$ cat src/rtl/complex_fifo_pkg.sv
// Shared definitions for the complex I/Q FIFO write-side logic.
package complex_fifo_pkg;

  typedef enum logic {
    ST_IDLE  = 1'b0,
    ST_BURST = 1'b1
  } state_e;

  localparam int unsigned CH_SUBGHZ = 0;
  localparam int unsigned CH_24G    = 1;

  function automatic int unsigned sample_width(input int unsigned data_width);
    return 2 * data_width;
  endfunction

endpackage

$ cat src/rtl/complex_fifo_wr_arbiter_sat_counter.sv
// Saturating up-counter with asynchronous reset; holds at all-ones.
module sat_counter #(
  parameter int unsigned W = 16
) (
  input  logic         clk_i,
  input  logic         rst_i,
  input  logic         inc_i,
  output logic [W-1:0] cnt_o
);

  logic [W-1:0] cnt_q, cnt_d;

  always_comb begin
    cnt_d = cnt_q;
    if (inc_i && (cnt_q != '1)) cnt_d = cnt_q + 1'b1;
  end

  always_ff @(posedge clk_i or posedge rst_i) begin
    if (rst_i) cnt_q <= '0;
    else       cnt_q <= cnt_d;
  end

  assign cnt_o = cnt_q;

endmodule

$ cat src/rtl/complex_fifo_wr_arbiter.sv
// Round-robin, burst-granular arbiter sharing the complex FIFO write port
// between the sub-GHz (ch0) and 2.4 GHz (ch1) modem sample streams.
module complex_fifo_wr_arbiter
  import complex_fifo_pkg::*;
#(
  parameter int unsigned DATA_WIDTH   = 16,
  parameter int unsigned BURST_LEN    = 64,
  parameter int unsigned IDLE_TIMEOUT = 8,
  parameter int unsigned DROP_ON_FULL = 0,
  parameter int unsigned CNT_WIDTH    = 16
) (
  input  logic                                  clk_i,
  input  logic                                  rst_i,
  input  logic                                  en_i,
  input  logic                                  s0_valid_i,
  input  logic [sample_width(DATA_WIDTH)-1:0]   s0_data_i,
  output logic                                  s0_ready_o,
  input  logic                                  s1_valid_i,
  input  logic [sample_width(DATA_WIDTH)-1:0]   s1_data_i,
  output logic                                  s1_ready_o,
  input  logic                                  fifo_full_i,
  output logic                                  fifo_wr_en_o,
  output logic [sample_width(DATA_WIDTH)-1:0]   fifo_wr_data_o,
  output logic [1:0]                            grant_o,
  output logic                                  burst_done_o,
  output logic [CNT_WIDTH-1:0]                  drop_cnt0_o,
  output logic [CNT_WIDTH-1:0]                  drop_cnt1_o
);

  localparam int unsigned BW = $clog2(BURST_LEN + 1);
  localparam int unsigned TW = $clog2(IDLE_TIMEOUT + 1);
  localparam logic [BW-1:0] BURST_LAST = BW'(BURST_LEN - 1);
  localparam logic [TW-1:0] TO_LAST    = TW'(IDLE_TIMEOUT - 1);
  localparam logic          DROP       = (DROP_ON_FULL != 0);

  state_e          state_q, state_d;
  logic [1:0]      grant_q, grant_d;
  logic            last_q, last_d;
  logic [BW-1:0]   bcnt_q, bcnt_d;
  logic [TW-1:0]   tcnt_q, tcnt_d;
  logic            done_q, done_d;

  logic            g_valid, hs, pick_ch1;

  // Readies derive from the registered grant, so reset clears them immediately.
  assign s0_ready_o = grant_q[CH_SUBGHZ] & (DROP | ~fifo_full_i);
  assign s1_ready_o = grant_q[CH_24G]    & (DROP | ~fifo_full_i);

  assign g_valid = (grant_q[CH_SUBGHZ] & s0_valid_i) | (grant_q[CH_24G] & s1_valid_i);
  assign hs      = (s0_valid_i & s0_ready_o) | (s1_valid_i & s1_ready_o);

  assign fifo_wr_en_o   = hs & ~fifo_full_i;
  assign fifo_wr_data_o = grant_q[CH_24G]    ? s1_data_i :
                          grant_q[CH_SUBGHZ] ? s0_data_i : '0;

  // last_q = 1 means ch1 was served last, so ch0 is preferred next.
  assign pick_ch1 = last_q ? ~s0_valid_i : s1_valid_i;

  always_comb begin
    state_d = state_q;
    grant_d = grant_q;
    last_d  = last_q;
    bcnt_d  = bcnt_q;
    tcnt_d  = tcnt_q;
    done_d  = 1'b0;
    unique case (state_q)
      ST_IDLE: begin
        if (en_i && (s0_valid_i || s1_valid_i)) begin
          state_d = ST_BURST;
          grant_d = pick_ch1 ? 2'b10 : 2'b01;
          bcnt_d  = '0;
          tcnt_d  = '0;
        end
      end
      ST_BURST: begin
        if (hs) begin
          bcnt_d = bcnt_q + 1'b1;
          tcnt_d = '0;
        end else if (g_valid) begin
          tcnt_d = '0;
        end else begin
          tcnt_d = tcnt_q + 1'b1;
        end
        if (!en_i || (hs && (bcnt_q == BURST_LAST)) || (!g_valid && (tcnt_q == TO_LAST))) begin
          state_d = ST_IDLE;
          grant_d = '0;
          last_d  = grant_q[CH_24G];
          done_d  = 1'b1;
        end
      end
      default: state_d = ST_IDLE;
    endcase
  end

  always_ff @(posedge clk_i or posedge rst_i) begin
    if (rst_i) begin
      state_q <= ST_IDLE;
      grant_q <= '0;
      last_q  <= 1'b1;
      bcnt_q  <= '0;
      tcnt_q  <= '0;
      done_q  <= 1'b0;
    end else begin
      state_q <= state_d;
      grant_q <= grant_d;
      last_q  <= last_d;
      bcnt_q  <= bcnt_d;
      tcnt_q  <= tcnt_d;
      done_q  <= done_d;
    end
  end

  assign grant_o      = grant_q;
  assign burst_done_o = done_q;

  sat_counter #(.W(CNT_WIDTH)) u_drop0 (
    .clk_i (clk_i),
    .rst_i (rst_i),
    .inc_i (hs & grant_q[CH_SUBGHZ] & fifo_full_i),
    .cnt_o (drop_cnt0_o)
  );

  sat_counter #(.W(CNT_WIDTH)) u_drop1 (
    .clk_i (clk_i),
    .rst_i (rst_i),
    .inc_i (hs & grant_q[CH_24G] & fifo_full_i),
    .cnt_o (drop_cnt1_o)
  );

endmodule
$ cat config.mk
export PLATFORM = sky130hd
export DESIGN_NAME = complex_fifo_wr_arbiter
export DESIGN_NICKNAME = d
export VERILOG_FILES = /design/src/rtl/complex_fifo_pkg.sv /design/src/rtl/complex_fifo_wr_arbiter_sat_counter.sv /design/src/rtl/complex_fifo_wr_arbiter.sv
export SDC_FILE = /design/constraint.sdc
export NUM_CORES = 1
export LEC_CHECK = 0
export CORE_MARGIN = 2
export CORE_UTILIZATION = 32
export DETAILED_ROUTE_END_ITERATION = 16
export PLACE_DENSITY_LB_ADDON = 0.15
export SYNTH_ARGS = -nofsm -noshare
export SYNTH_HDL_FRONTEND = slang
export SYNTH_SLANG_ARGS = --single-unit
$ cat constraint.sdc
create_clock -name clk_i -period 1.7 [get_ports clk_i]
set_input_delay 0.425 -clock clk_i [delete_from_list [all_inputs] [get_ports clk_i]]
set_output_delay 0.425 -clock clk_i [all_outputs]
set_load 0.005 [all_outputs]
== Word level (Yosys, flattened, before mapping) ==
Cells that the tools add are included.
Word-level totals
  input bits: 70
  output and inout port bits: 70
  logic and storage cells: 67
  bits in registers: 48
Operators by class
  reduce and logical (&&, ||, !) cells: 13
  add/sub/neg operators: 4
  bitwise gates (word level): 16
  multiplexer cells: 19
  eq/ne operators: 7
Operator list (count)
  two-way mux 32 bit: 2
  adder 16 x 1 -> 16 bit (second input constant): 2
  inequality test 16 bit (second input constant): 2
  two-way mux 7 bit: 2
  case mux 7 bit (2 select lines): 1
  two-way mux 4 bit: 3
  bitwise AND 1 bit: 11
  case mux 4 bit (2 select lines): 1
  adder 7 x 1 -> 7 bit (second input constant): 1
  == test 7 x 6 -> 1 bit (second input constant): 1
  two-way mux 2 bit: 3
  AND reduction 2 bit: 3
  logical AND 1 bit: 5
  two-way mux 1 bit: 5
  adder 4 x 1 -> 4 bit (second input constant): 1
  == test 4 x 3 -> 1 bit (second input constant): 1
  inequality test 2 x 1 -> 1 bit (second input constant): 2
  case mux 2 bit (2 select lines): 1
  logical OR 1 bit: 3
  NOT 1 bit: 3
  logical NOT 1 bit: 2
  inequality test 2 bit (second input constant): 1
  bitwise OR 1 bit: 2
  case mux 1 bit (2 select lines): 1

== Logic depth before layout (Yosys ltp) ==
Gate-level depths: netlist (run 1).
  depth in word-level cells: 9
  depth in mapped cells: 5
  depth with buffers taken out: 5

== Cells and area by module ==
A second synthesis (run 1) with hierarchy kept.
Second synthesis, totals
  cell total of the unflattened synthesis: 265
  area, all modules: 2796.4 sq um
By module, submodules not included
  sat_counter: times used 2, area each 805.8 sq um, cells an instance 71
  complex_fifo_wr_arbiter: times used 1, area each 1184.9 sq um, cells an instance 123

== Least setup slack after synthesis (run 1) ==
Ideal clock, no wire load.
  path kind: input-to-reg
  start: in fifo_full_i
  end: reg last_q
  stages: 4
  data arrival time: 1.675 ns
  required time: 1.618 ns
  setup slack: -0.058 ns
  path through: nand2b_1 > or4_4 > o221ai_4 > mux2_4
Between the ends
  word-level cells in the longest chain between the ends: 8
  elaborated cells on any way between the ends: 10
  those cells by class: bitwise: 6; reduce/logical: 4
RTL lines
  start: declaration: line complex_fifo_wr_arbiter.sv:21  | input logic fifo_full_i,
  NOT 1 bit *: line complex_fifo_wr_arbiter.sv:46, complex_fifo_wr_arbiter.sv:47
  bitwise AND 1 bit (on tied branches): line complex_fifo_wr_arbiter.sv:46, complex_fifo_wr_arbiter.sv:47
  bitwise AND 1 bit: line complex_fifo_wr_arbiter.sv:50  | assign hs = (s0_valid_i & s0_ready_o) | (s1_valid_i & s1_ready_o);
  bitwise OR 1 bit *: line complex_fifo_wr_arbiter.sv:50
  logical AND 1 bit *: line complex_fifo_wr_arbiter.sv:84  | if (!en_i || (hs && (bcnt_q == BURST_LAST)) || (!g_valid && (tcnt_q == TO_LAST))) begin
  logical OR 1 bit * (2 in a row): line complex_fifo_wr_arbiter.sv:84
  AND reduction 2 bit (no source line) *
  end signal: assignment: line complex_fifo_wr_arbiter.sv:106  | last_q <= last_d;
  end: declaration: line complex_fifo_wr_arbiter.sv:38  | logic last_q, last_d;
Mark *: on every way between the ends. The rest lies on a longest branch, timed or not.
A chain may end at the register's enable or synchronous reset.

== Worst setup path after layout (run 1) ==
  start: reg grant_q[1] (netlist: grant_o[1])
  end: out fifo_wr_data_o[14]
Between the ends
  word-level cells in the longest chain between the ends: 1
RTL lines
  start: declaration: line complex_fifo_wr_arbiter.sv:37  | logic [1:0] grant_q, grant_d;
  start signal: assignment: line complex_fifo_wr_arbiter.sv:105  | grant_q <= grant_d;
  two-way mux 32 bit: line complex_fifo_wr_arbiter.sv:53  | assign fifo_wr_data_o = grant_q[CH_24G] ? s1_data_i :
  end: declaration: line complex_fifo_wr_arbiter.sv:23  | output logic [sample_width(DATA_WIDTH)-1:0] fifo_wr_data_o,
Every way passes these cells.

==> results of run 1 <==
-- worst max-delay path, delay by kind of cell, from the launching register on --
kind / cells / cell delay, ps
flip-flops: 1 / 410
buffers and inverters: 4 / 530
AND/OR/NAND/NOR: 1 / 120
AO/OA/AOI/OAI: 1 / 120
-- report_power, final --
part / switching (uW) / total [uW] / internal (uW)
Sequential: 84.7 / 1330 / 1240
Clock: 382 / 825 / 443
Combinational: 742 / 1820 / 1080
Total: 1210 / 3980 / 2770
-- synth_stat cells --
| master | count | share of area [%] |
|---|---|---|
| a22o_1 | 35 | 15 |
| a22oi_2 | 1 | 0.61 |
| inv_1 | 2 | 0.36 |
| nor4_1 | 1 | 0.30 |
| o2bb2ai_1 | 1 | 0.42 |
| a32o_1 | 1 | 0.48 |
| o22ai_1 | 1 | 0.30 |
| nor2_1 | 9 | 1.6 |
| o31ai_1 | 1 | 0.36 |
| clkbuf_1 | 40 | 7.3 |
| nand2b_1 | 2 | 0.61 |
| mux2i_1 | 2 | 0.97 |
| nand4_1 | 1 | 0.30 |
| o21ai_0 | 6 | 1.5 |
| nand3_1 | 6 | 1.5 |
| nor3_1 | 4 | 0.97 |
| ha_1 | 2 | 1.2 |
| mux2_2 | 2 | 1.1 |
| o221ai_4 | 1 | 1.3 |
| nor2b_1 | 5 | 1.5 |
| and3_1 | 1 | 0.30 |
| mux2_4 | 1 | 0.73 |
| dfrtp_1 | 47 | 57 |
| dfstp_2 | 1 | 1.3 |
| and2_1 | 1 | 0.30 |
| nand2_1 | 5 | 0.91 |
| xnor2_1 | 3 | 1.3 |
| buf_4 | 1 | 0.36 |
| or4_4 | 1 | 0.54 |
-- stage by stage --
step	total power, uW	area [sq um]	worst slack [ps]
2_1_floorplan	2050	2070	-49.3
3_3_place_gp	3130	3610	-446
3_5_place_dp	3150	3610	-459
4_1_cts	3900	3710	-288
5_1_grt	4210	3720	-263
6_report	3980	3720	-189
-- layout make-up --
cell class / instances / share of cell area, %
flip-flops and latches: 48 / 32.3
inverters: 2 / 0.202
multi-input cells: 93 / 19.4
clock buffers: 5 / 1.85
repair buffers: 172 / 42.4
clock inverters: 3 / 1.24
well taps: 77 / 2.59
-- flip-flops by register name, indices dropped and copies added, names as in the netlist --
name	count
u_drop0.cnt_o	16
u_drop1.cnt_o	16
bcnt_q	7
tcnt_q	4
grant_o	2
burst_done_o	1
last_q	1
state_q	1
-- layer usage --
layer / vias to the layer above / GRT usage [%] / share of wire, %
li1: 912 / - / -
met1: 847 / 21.9 / 43
met2: 57 / 29.4 / 51
met3: 2 / 4.13 / 4.7
met4: 0 / 3.46 / 0.35
met5: - / 0 / 0
-- how the worst min path moves through the flow --
| stage | to | slack (ps) | depth (start not counted) |
|---|---|---|---|
| 3_3_place_gp | u_drop0.cnt_o[1] | 360 | 0 |
| 5_1_grt | u_drop0.cnt_o[9] | 360 | 2 |
| 3_5_place_dp | u_drop0.cnt_o[0] | 360 | 0 |
| 4_1_cts | u_drop0.cnt_o[9] | 360 | 2 |
| 2_1_floorplan | tcnt_q[3] | 450 | 1 |
| 6_report | u_drop0.cnt_o[9] | 360 | 2 |
-- kinds of logic (layout without fill, tap and decap cells) --
| group | Yosys count | count (layout) | share of synthesized area (%) |
|---|---|---|---|
| adders and majority gates | 2 | 2 | 1.21 |
| xor gates and xnor gates | 3 | 3 | 1.27 |
| buffers and inverters | 43 | 182 | 7.99 |
| DFF | 48 | 48 | 58.2 |
| muxes | 5 | 5 | 2.78 |
| AOI/OAI and AO/OA | 47 | 47 | 19.7 |
| and+or+nand+nor | 36 | 36 | 8.84 |
-- timing repair --
action / 4_1_cts / 5_1_grt
cloned: 1 / 2
endpoints found under the setup margin: 41 / 44
resized for setup: 103 / 49
pin swaps: 3 / 11
setup buffers: 5 / 3
==> metrics.yaml, run 1 <==
yosys:
  synthCells: 184
  yosysUniqueCellTypes: 29
  syn_nets: 256
  avgSynthCellArea_sq_um: 11.2
  yosysWarningCount: 0
  syn-cell-area_sq_um: 2070
  ys_seq_area_share_pct: 58.2
  synth_seq_cells: 48
drt:
  wirelength_mm: 6.48
  viasPerCell: 4.55
  dr.pass1.iters: 4
  vias: 1818
  first_iter_violations: 64
  drc: 0
  wire_per_inst_um: 16.2
  ant_nets: 0
worst_setup_path:
  arrival_ps: 1460
  slowest_stage: "dfrtp_1"
  r2r-end: "last_q"
  r2r-start: "grant_o[1]"
  rrSetupSlack_ps: -160
  crit_path_frequent_cell: "buf_6"
  end_kind: "primary output"
  start_kind: "register"
  path_cells: "buf_6, nor2b_4, buf_6, clkbuf_16, a22o_1, clkbuf_2"
  endpoint: "fifo_wr_data_o[14]"
  crit_path_start: "grant_o[1]"
  cp.required_ps: 1270
  critical_path_class: "reg -> out"
  reg2reg_depth: 6
  critical_path.max_stage_delay_ps: 410
  path_max_fanout: 8
clock_network:
  cts.sinks: 48
  cts.path.max_buffers: 2
  cts_tree: "built"
  cts_hold_buf: 0
  path_clk_slew_ps: 90
  cts_buffers: 5
  cts_htree_levels: 2
  insertion_delay_ps: 290
  root_buffer: "clkbuf_8"
final_layout:
  final_cells: 400
  drive_gt1_share_pct: 27.6
  layout_commonest_cell: "clkdlybuf4s50_1"
  area_delta_synth_final_pct: 80.0
  num_antenna_cells: 0
  layout_common_cells: "clkdlybuf4s50_1 (99), dfrtp_1 (47), a22o_1 (35)"
  multiInputGateArea_sq_um: 723
  fill_cells: 562
  nets: 394
  regArea_sq_um: 1200
  finish.utilization_pct: 58.9
die:
  rows: 29
  die_h_um: 84.4
  core_sq_um: 6310
  die_x_um: 84.4
  ios: 140
  dieArea_sq_um: 7120
  start_util_pct: 32.7
power_and_ir_drop:
  cellLeakagePower_uw: 0.00175
  ir_worst_vdd_uv: 565
  p_per_area_nw_per_um2: 1070
timing:
  tightest_slew_ps: 288
  rsz0062_at_grt: "yes"
  hold_violations: 0
  tns_ps: -6020
  setup_viol: 39
  fmax_mhz: 529
  worst_slack_ps: -189
  fin_crit_ps: 1890
  worst_clock_skew_ps: 2.39
  max_slew_margin_pct: 80.6
  fin_crit_sh_pct: 111
  hold_slack_ps: 357
  drv_slew: 0
placement:
  gp_congestion: 0.816
  dpl.cell_count: 382
  numPortBuffers: 139
  dp_hpwl_mm: 4.78
run_status:
  failed_checks: "setup timing"
  status: "finished with violations"
global_routing:
  grt_start_max_net_pins: 17
  grtUsageTotal_pct: 17.0
  grt_pass1_vias: 1838
  antenna_found_initial: 0
  overflow: 0
  grt_first_pass_wirelength_mm: 9.69
run:
  maxCapViolCount: 0
hold_path:
  hp-class: "in -> async"
Power figures use the tool's default switching activity.
==> run 2, diff against run 1 <==
- ABC_AREA: unset -> 1
- CORE_UTILIZATION: 32 -> 34
- HOLD_SLACK_MARGIN: unset -> 0.02
- PLACE_DENSITY: unset -> 0.82
- PLACE_DENSITY_LB_ADDON: 0.15 -> unset
==> metrics.yaml, run 2 <==
run_status:
  status: "finished with violations"
  failed_checks: "setup timing"
drt:
  wirelength_mm: 6.93  # +7.0%
  first_iter_violations: 55  # -14%
  ant_nets: 0  # unchanged
  dr.pass1.iters: 4  # unchanged
  viasPerCell: 4.61  # +1.4%
  drc: 0  # unchanged
  wire_per_inst_um: 13.9  # -14%
  vias: 2300  # +27%
final_layout:
  final_cells: 499  # +25%
  layout_commonest_cell: "clkdlybuf4s50_1"
  nets: 490  # +24%
  layout_common_cells: "clkdlybuf4s50_1 (100), nand2_1 (47), dfrtp_1 (47)"
  drive_gt1_share_pct: 34.4  # +6.8 points
  area_delta_synth_final_pct: 79.9  # about the same
  num_antenna_cells: 0  # unchanged
die:
  die_x_um: 86.7  # +2.8%
  core_sq_um: 6720  # +6.4%
  rows: 30  # +3.4%
  ios: 140  # unchanged
  dieArea_sq_um: 7520  # +5.7%
  start_util_pct: 34.6  # +1.9 points
  die_h_um: 86.7  # +2.8%
global_routing:
  overflow: 0  # unchanged
  grt_start_max_net_pins: 29  # +12
  grt_use_met1_pct: 20.9  # -1.0 points
  grt_first_pass_wirelength_mm: 10.5  # +8.8%
  top_usage_layer: "met2"
  grt_use_met2_pct: 30.8  # +1.5 points
  met3_usage_pct: 4.19  # +0.061 points
  antenna_found_initial: 0  # unchanged
  grt_pass1_vias: 2343  # +27%
  grtUsageTotal_pct: 17.3  # +0.25 points
yosys:
  yosysWarningCount: 0  # unchanged
  synthTopCellsByArea: "dfrtp_1 (51%), nand2_1 (14%), nand3_1 (9.0%)"
  ys_top_cells_by_count: "nand2_1 (87), dfrtp_1 (47), nand3_1 (42), clkbuf_1 (34), inv_1 (12)"
  synth_most_common_cell: "nand2_1"
  synth_edf_count: 0  # unchanged
  yosysTopAreaCell: "dfrtp_1"
  synth_top_cell_area_share_pct: 50.5  # -6.4 points
  ys_seq_area_share_pct: 51.7  # -6.5 points
  avgSynthCellArea_sq_um: 8.22  # -27%
  synth_seq_cells: 48  # unchanged
  async_flop_share_pct: 100  # unchanged
  syn-cell-area_sq_um: 2330  # +13%
  syn_nets: 355  # +39%
  synth-main-ff-cell: "dfrtp_1"
  yosysUniqueCellTypes: 30  # +3.4%
  synthCells: 283  # +54%
timing:
  worst_slack_ps: -84.6  # +105 ps
  hold_violations: 0  # unchanged
  max_slew_margin_pct: 77.8  # -2.8 points
  worst_clock_skew_ps: 7.20  # +4.81 ps
  setup_viol: 33  # -15%
  fin_crit_ps: 1780  # -105 ps
  drv_slew: 0  # unchanged
  fmax_mhz: 560  # +5.9%
  hold_slack_ps: 379  # +22.2 ps
  rsz0062_at_grt: "yes"
  tightest_slew_ps: 333  # +44.5 ps
  fin_crit_sh_pct: 105  # -6.2 points
  tns_ps: -1960  # +4060 ps
worst_setup_path:
  critical_path.max_stage_delay_ps: 420  # about the same
  arrival_ps: 1360  # -100 ps
  slowest_stage: "dfrtp_1"
  start_kind: "register"
  critical_path_class: "reg -> out"
  end_kind: "primary output"
  cp.required_ps: 1270  # about the same
  path_cells: "buf_6, buf_12, buf_8, nand2_2, nand2_1, buf_2"
  path_max_fanout: 7  # -1
clock_network:
  path_clk_slew_ps: 90  # about the same
  cts_hold_buf: 0  # unchanged
  cts_tree: "built"
  cts.path.max_buffers: 2  # unchanged
  insertion_delay_ps: 290  # about the same
  cts_buffers: 5  # unchanged
  root_buffer: "clkbuf_8"
  cts_htree_levels: 2  # unchanged
  cts.sinks: 48  # unchanged
placement:
  numPortBuffers: 139  # unchanged
  dp_worst_setup_slack_ps: -335  # +124 ps
  dpl.cell_count: 474  # +24%
  gp_congestion: 0.822  # +0.69%
  dp_hpwl_mm: 4.74  # -0.84%
power_and_ir_drop:
  finalPower_uw: 4640  # +17%
  cellLeakagePower_uw: 0.00210  # +20%
  ir_worst_vdd_uv: 688  # +22%
  p_per_area_nw_per_um2: 1110  # +3.6%
run:
  maxCapViolCount: 0  # unchanged
hold_path:
  hp-class: "reg -> reg"
-- run 2: final timing paths --
| kind | from | endpoint | slack (ps) | cells past startpoint |
|---|---|---|---|---|
| setup / recovery | grant_o[1] | fifo_wr_data_o[21] | -80 | 6 |
| setup reg to reg | grant_o[1] | grant_o[1] | 120 | 13 |
| hold reg to reg | u_drop0.cnt_o[12] | u_drop0.cnt_o[12] | 380 | 0 |
| min in group asynchronous | rst_i | burst_done_o | 400 | 2 |
| max in group asynchronous | rst_i | u_drop1.cnt_o[2] | 860 | 3 |
| hold / removal | u_drop0.cnt_o[12] | u_drop0.cnt_o[12] | 380 | 0 |
-- run 2: metrics by stage --
| stage | utilization [%] | area, sq um |
|---|---|---|
| 2_1_floorplan | - | 2330 |
| 3_3_place_gp | 56.4 | 3790 |
| 3_5_place_dp | 56.4 | 3790 |
| 4_1_cts | 60.4 | 4060 |
| 5_1_grt | 62.3 | 4190 |
| 6_report | 62.3 | 4190 |
-- run 2: report_power, final --
group / internal (uW) / switching, uW
Combinational: 1410 / 1190
Clock: 331 / 350
Sequential: 1240 / 109
-- run 2: cells by family after synthesis --
logic type | after synthesis | share of synthesized area, %
adders and majority gates | 2 | 1.08
DFF | 48 | 51.7
and+or+nand+nor | 156 | 31.4
AOI/OAI and AO/OA | 15 | 4.09
buffers and inverters | 59 | 10.6
xor gates and xnor gates | 3 | 1.13
-- run 2: timing repair --
item	CTS	global route
endpoints found under the setup margin	37	39
setup buffers	15	0
cloned	4	0
pin swaps	20	15
resized for setup	197	42
-- run 2: cell type report --
cell class / count / area [sq um]
Clock buffer: 7 / 86.3
Clock inverter: 1 / 7.51
Fill cell: 547 / 2530
Inverter: 15 / 63.8
Multi-Input combinational cell: 176 / 1030
Sequential cell: 48 / 1200
Tap cell: 80 / 100
Timing Repair Buffer: 172 / 1690
-- run 2: routing by layer --
layer / vias to the layer above / share of wire, %
met2: 85 / 53
met3: 8 / 6.8
met1: 1068 / 39
met4: 0 / 1.1
met5: - / 0
li1: 1139 / -
-- run 2: worst max-delay path: cells and delay by family (launching register included) --
kind                   cells  cell delay, ps
buffers and inverters      4             540
DFF                        1             420
and+or+nand+nor            2             100
